===== src/rtl/hilo_muldiv_pkg.sv =====
// Shared op codes, FSM states and latched operation context for the HI/LO multiply/divide unit.
package hilo_muldiv_pkg;

    localparam int unsigned MD_OP_W = 3;

    localparam logic [MD_OP_W-1:0] MD_MULT  = 3'd0;
    localparam logic [MD_OP_W-1:0] MD_MULTU = 3'd1;
    localparam logic [MD_OP_W-1:0] MD_DIV   = 3'd2;
    localparam logic [MD_OP_W-1:0] MD_DIVU  = 3'd3;
    localparam logic [MD_OP_W-1:0] MD_MTHI  = 3'd4;
    localparam logic [MD_OP_W-1:0] MD_MTLO  = 3'd5;

    typedef enum logic [1:0] {
        MD_IDLE = 2'd0,
        MD_ITER = 2'd1,
        MD_FIX  = 2'd2
    } md_state_e;

    // neg_lo negates the product (multiply) or the quotient (divide); neg_hi the remainder.
    typedef struct packed {
        logic is_div;
        logic neg_lo;
        logic neg_hi;
    } md_ctx_t;

endpackage


===== src/rtl/hilo_muldiv_step.sv =====
// One iteration of the engine: MSB-first shift-add multiply or restoring divide step.
module hilo_muldiv_step #(
    parameter int unsigned WIDTH = 32
) (
    input  logic                 is_div,
    input  logic [2*WIDTH-1:0]   acc,
    input  logic                 a_msb,
    input  logic [WIDTH-1:0]     b,
    output logic [2*WIDTH-1:0]   acc_next_c
);

    logic [2*WIDTH-1:0] mul_next;
    logic [WIDTH:0]     shifted;
    logic [WIDTH:0]     diff;

    always_comb begin
        mul_next = {acc[2*WIDTH-2:0], 1'b0} + (a_msb ? {{WIDTH{1'b0}}, b} : '0);
        // Partial remainder lives in the high half; the next dividend bit comes from a_msb.
        shifted  = {acc[2*WIDTH-1:WIDTH], a_msb};
        diff     = shifted - {1'b0, b};
        if (!is_div) begin
            acc_next_c = mul_next;
        end else if (!diff[WIDTH]) begin
            acc_next_c = {diff[WIDTH-1:0], acc[WIDTH-2:0], 1'b1};
        end else begin
            acc_next_c = {shifted[WIDTH-1:0], acc[WIDTH-2:0], 1'b0};
        end
    end

endmodule


===== src/rtl/hilo_muldiv.sv =====
// Sequential 32-iteration MULT/DIV engine with HI/LO register pair and start/busy/done handshake.
module hilo_muldiv
    import hilo_muldiv_pkg::*;
#(
    parameter int unsigned WIDTH = 32
) (
    input  logic                 clk,
    input  logic                 rst_n,
    input  logic                 start,
    input  logic [MD_OP_W-1:0]   op,
    input  logic [WIDTH-1:0]     A,
    input  logic [WIDTH-1:0]     B,
    input  logic                 flush,
    output logic                 busy,
    output logic                 done,
    output logic [WIDTH-1:0]     hi,
    output logic [WIDTH-1:0]     lo
);

    localparam int unsigned CNT_W = $clog2(WIDTH);

    md_state_e           state;
    logic [CNT_W-1:0]    cnt;
    logic [2*WIDTH-1:0]  acc;
    logic [WIDTH-1:0]    a_reg;
    logic [WIDTH-1:0]    b_reg;
    md_ctx_t             ctx;

    logic                is_arith_c;
    logic                is_div_op_c;
    logic                is_signed_c;
    logic                b_zero_c;
    logic [WIDTH-1:0]    a_abs_c;
    logic [WIDTH-1:0]    b_abs_c;
    md_ctx_t             ctx_c;
    logic [2*WIDTH-1:0]  acc_next_c;
    logic [2*WIDTH-1:0]  prod_fix_c;
    logic [WIDTH-1:0]    quo_fix_c;
    logic [WIDTH-1:0]    rem_fix_c;

    // Request decode, operand magnitudes and result signs captured at start.
    always_comb begin
        is_div_op_c  = (op == MD_DIV) || (op == MD_DIVU);
        is_signed_c  = (op == MD_MULT) || (op == MD_DIV);
        is_arith_c   = (op == MD_MULT) || (op == MD_MULTU) || is_div_op_c;
        b_zero_c     = (B == '0);
        a_abs_c      = (is_signed_c && A[WIDTH-1]) ? -A : A;
        b_abs_c      = (is_signed_c && B[WIDTH-1]) ? -B : B;
        ctx_c        = '0;
        ctx_c.is_div = is_div_op_c;
        // A zero divisor must leave the all-ones quotient un-negated.
        ctx_c.neg_lo = is_signed_c && (A[WIDTH-1] ^ B[WIDTH-1]) && !(is_div_op_c && b_zero_c);
        ctx_c.neg_hi = is_signed_c && A[WIDTH-1];
    end

    always_comb begin
        prod_fix_c = ctx.neg_lo ? -acc : acc;
        quo_fix_c  = ctx.neg_lo ? -acc[WIDTH-1:0] : acc[WIDTH-1:0];
        rem_fix_c  = ctx.neg_hi ? -acc[2*WIDTH-1:WIDTH] : acc[2*WIDTH-1:WIDTH];
    end

    hilo_muldiv_step #(.WIDTH(WIDTH)) u_step (
        .is_div     (ctx.is_div),
        .acc        (acc),
        .a_msb      (a_reg[WIDTH-1]),
        .b          (b_reg),
        .acc_next_c (acc_next_c)
    );

    // Control FSM, iteration datapath and HI/LO registers.
    always_ff @(posedge clk or negedge rst_n) begin
        if (!rst_n) begin
            state <= MD_IDLE;
            cnt   <= '0;
            acc   <= '0;
            a_reg <= '0;
            b_reg <= '0;
            ctx   <= '0;
            busy  <= 1'b0;
            done  <= 1'b0;
            hi    <= '0;
            lo    <= '0;
        end else if (flush) begin
            state <= MD_IDLE;
            cnt   <= '0;
            busy  <= 1'b0;
            done  <= 1'b0;
        end else begin
            done <= 1'b0;
            case (state)
                MD_IDLE: begin
                    if (start && is_arith_c) begin
                        a_reg <= a_abs_c;
                        b_reg <= b_abs_c;
                        ctx   <= ctx_c;
                        acc   <= '0;
                        cnt   <= '0;
                        busy  <= 1'b1;
                        state <= MD_ITER;
                    end else if (start && op == MD_MTHI) begin
                        hi <= A;
                    end else if (start && op == MD_MTLO) begin
                        lo <= A;
                    end
                end
                MD_ITER: begin
                    acc   <= acc_next_c;
                    a_reg <= {a_reg[WIDTH-2:0], 1'b0};
                    cnt   <= cnt + CNT_W'(1);
                    if (cnt == CNT_W'(WIDTH - 1)) begin
                        state <= MD_FIX;
                    end
                end
                MD_FIX: begin
                    if (ctx.is_div) begin
                        hi <= rem_fix_c;
                        lo <= quo_fix_c;
                    end else begin
                        hi <= prod_fix_c[2*WIDTH-1:WIDTH];
                        lo <= prod_fix_c[WIDTH-1:0];
                    end
                    done  <= 1'b1;
                    busy  <= 1'b0;
                    state <= MD_IDLE;
                end
                default: begin
                    busy  <= 1'b0;
                    state <= MD_IDLE;
                end
            endcase
        end
    end

endmodule


===== config.mk =====
export PLATFORM = sky130hd
export DESIGN_NAME = hilo_muldiv
export DESIGN_NICKNAME = d
export VERILOG_FILES = /design/src/rtl/hilo_muldiv_pkg.sv /design/src/rtl/hilo_muldiv_step.sv /design/src/rtl/hilo_muldiv.sv
export SDC_FILE = /design/constraint.sdc
export NUM_CORES = 1
export LEC_CHECK = 0
export CAP_MARGIN = 20
export CORE_ASPECT_RATIO = 0.75
export CORE_MARGIN = 3
export CORE_UTILIZATION = 55
export CTS_CLUSTER_SIZE = 20
export DETAILED_ROUTE_END_ITERATION = 10
export GPL_TIMING_DRIVEN = 0
export PLACE_DENSITY = 0.76
export SLEW_MARGIN = 10
export SYNTH_ARGS = -nofsm -noshare
export SYNTH_HDL_FRONTEND = slang
export SYNTH_SLANG_ARGS = --single-unit

===== constraint.sdc =====
create_clock -name clk -period 5.8 [get_ports clk]
set_input_delay 0.87 -clock clk [delete_from_list [all_inputs] [get_ports clk]]
set_output_delay 0.87 -clock clk [all_outputs]
set_load 0.01 [all_outputs]

==> flow_summary.json <==
{
  "fmax_ghz": 0.186,
  "synthToLayoutAreaGrowth_pct": 17.1,
  "ys.flop_type": "dfrtp_1",
  "drc": 0,
  "path_buf_inv": 2,
  "finClkSkew_ps": 11.8,
  "postCtsSetupRepairBufs": 0,
  "syn-cell-area_um2": 15900,
  "seq_area_frac_synth_pct": 32.2,
  "netlist_instances": 2054,
  "synth-edff-count": 0,
  "wl_per_cell_um": 23.0,
  "ys_top_cells_by_area": "dfrtp_1 (32%), a21oi_1 (6.7%), nor2_1 (6.1%)",
  "power_density_nw_per_um2": 342,
  "synth.distinct_cells": 76,
  "grt_pass1_wl_mm": 91.8,
  "cts.sinks": 204,
  "cp_top_family": "compound AO/OA/AOI/OAI gates",
  "cp_common_cell": "o21ai_0",
  "setup_viol": 0,
  "post-place-ws_ps": 617,
  "hold_path_class": "in -> async",
  "fill_cells": 2425,
  "yosys_warnings": 0,
  "cts_buffer_depth": 3,
  "drive_gt1_share_pct": 3.05,
  "tns_ps": 0,
  "largest_register_ffs": 64,
  "drt_iter0_markers": 1995,
  "rows": 53,
  "cp-end-kind": "register",
  "cts_tree": "done",
  "wl_mm": 60.2,
  "start_util_pct": 56.3,
  "ir_drop_uv": 217,
  "vias_per_cell": 6.42,
  "cp_slowest_cell": "nor4b_2",
  "async_reset_ff_share_pct": 100,
  "syn_nets": 2198,
  "leakage_nw": 7.92,
  "clk-insertion-delay-late_ps": 530,
  "status": "complete, no violations",
  "fp.dieArea_um2": 31000,
  "yosysTopAreaCellShare_pct": 32.2,
  "rsz0062_at_grt": "no",
  "hold_viol_final": 0,
  "yosysMostFrequentCell": "nor2_1",
  "antenna_found_initial": 1,
  "first_pass_iters": 5,
  "cts_buffers": 22,
  "dp_hpwl_mm": 47.7,
  "synth_common_cells": "nor2_1 (256), nand2_1 (231), a21oi_1 (213)",
  "vias": 16800,
  "fp.dieH_um": 153,
  "root_buffer": "clkbuf_16",
  "ys_seq_elements": 204,
  "fin_crit_ps": 5360,
  "port_buffers": 135,
  "dieWidth_um": 202,
  "cp_cell_sequence": "inv_1 > buf_1 > nor2_1 > ha_1 > o211ai_1 > o21ai_0 > o21ai_0 > a2111oi_1 > nor4b_1 > nor4b_2 > nand3_1 > xnor2_1 > a21oi_1 > o221ai_1",
  "cap_violations": 0,
  "setup_ws_ps": 437,
  "grt_max_degree": 96,
  "max_slew.worst_pin.slew_ps": 1040,
  "yosysTopAreaCell": "dfrtp_1",
  "grt.total_usage_pct": 37.8,
  "core_area_um2": 28200,
  "drv_slew": 0,
  "ios": 137,
  "grt_overflow": 0,
  "nNetsFinal": 2360,
  "syn_area_per_cell_um2": 7.73,
  "slew_headroom_pct": 30.6,
  "critPathLaunchType": "register",
  "worstSetupPathType": "reg -> reg",
  "ant_nets": 0,
  "top_register": "acc",
  "gp_congestion": 1.01,
  "max_stage_delay_ps": 950,
  "antenna_cells": 0,
  "required_ps": 6170,
  "clk_pin_slew_worst_paths_ps": 70,
  "cts-resized-gates": 0,
  "arrival_ps": 5730,
  "period_share_pct": 92.5,
  "h-tree-depth": 1,
  "ctsHoldBuffers": 0,
  "grt_pass1_vias": 15900,
  "crit_fanout": 10
}
==> power by group <==
| group | switching (mW) | total [mW] | internal [mW] |
|---|---|---|---|
| combinational | 1.67 | 2.75 | 1.08 |
| sequential | 0.315 | 2.01 | 1.70 |
| clock | 0.637 | 1.60 | 0.965 |
| total | 2.62 | 6.36 | 3.74 |
==> cell usage in the layout, fill, tap and decap left out, types with 16 or more instances in the layout <==
| master | instances |
|---|---|
| nor2_1 | 256 |
| nand2_1 | 231 |
| a21oi_1 | 213 |
| dfrtp_1 | 204 |
| o21ai_0 | 187 |
| clkdlybuf4s50_1 | 134 |
| clkbuf_1 | 110 |
| xnor2_1 | 105 |
| xor2_1 | 91 |
| ha_1 | 71 |
| inv_1 | 65 |
| o31ai_1 | 59 |
| nand3_1 | 43 |
| nor3_1 | 39 |
| a21o_1 | 34 |
| or3_1 | 28 |
| clkbuf_16 | 23 |
| nand2b_1 | 20 |
| buf_1 | 19 |
| a22oi_1 | 19 |
| nor2b_1 | 16 |
| nand4_1 | 16 |
| nor4_1 | 16 |
==> routing by layer <==
layer | part of all wire (%) | wire length (um) | vias up | track usage [%]
met5 | 0.012 | 7 | - | 0
met4 | 2.7 | 1650 | 2 | 9.56
met3 | 13 | 7790 | 119 | 12.1
met2 | 41 | 24800 | 922 | 53.8
met1 | 43 | 25900 | 8153 | 55.7
li1 | - | - | 7593 | -
==> logic make-up (layout without fill, tap and decap cells) <==
family / Yosys count / in the layout / synth area share (%)
compound gates: 636 / 636 / 24.3
xor+xnor: 196 / 196 / 10.8
fa+ha+maj: 73 / 73 / 5.85
buf+inv: 198 / 375 / 4.71
flops: 204 / 204 / 32.2
mux: 19 / 19 / 1.23
simple gates: 728 / 728 / 21.0
==> worst paths after layout <==
kind / startpoint / to / slack [ps] / cells after the start
max: a_reg[31] / acc[59] / 440 / 14
max reg2reg: a_reg[31] / acc[59] / 440 / 14
max in group asynchronous: rst_n / a_reg[9] / 4750 / 2
min in group clk: lo[18] / lo[18] / 480 / 1
min: rst_n / b_reg[8] / 220 / 1
min reg2reg: lo[18] / lo[18] / 480 / 1
==> final cells by class <==
class / instances / area (um^2) / share of cell area (%)
Multi-Input combinational cell: 1652 / 10000 / 53.9
Sequential cell: 204 / 5100 / 27.5
Timing Repair Buffer: 138 / 1420 / 7.63
Inverter: 66 / 248 / 1.33
Clock buffer: 29 / 648 / 3.49
Clock inverter: 10 / 160 / 0.862
Buffer: 132 / 500 / 2.69
Tap cell: 385 / 482 / 2.59
==> worst reg2reg max path, cell delays in order, from the launching register on <==
cell and delay, ps:
dfrtp_1 430, inv_1 290, buf_1 330, nor2_1 130, ha_1 390, o211ai_1 110
o21ai_0 420, o21ai_0 330, a2111oi_1 880, nor4b_1 270, nor4b_2 950, nand3_1 210
xnor2_1 170, a21oi_1 180, o221ai_1 140
==> stage by stage <==
stage          total power, mW  util, %  std cells  hold slack, ps  cell area, um^2
2_1_floorplan             3.70        -       2054             442            15900
3_3_place_gp              4.63     62.8       2574             462            17700
3_5_place_dp              4.69     63.1       2577             465            17800
4_1_cts                   6.29     66.0       2616             233            18600
5_1_grt                   6.71     66.0       2616             241            18600
6_report                  6.36     66.0       2616             223            18600
No activity file was read; power rests on OpenSTA's default activity.
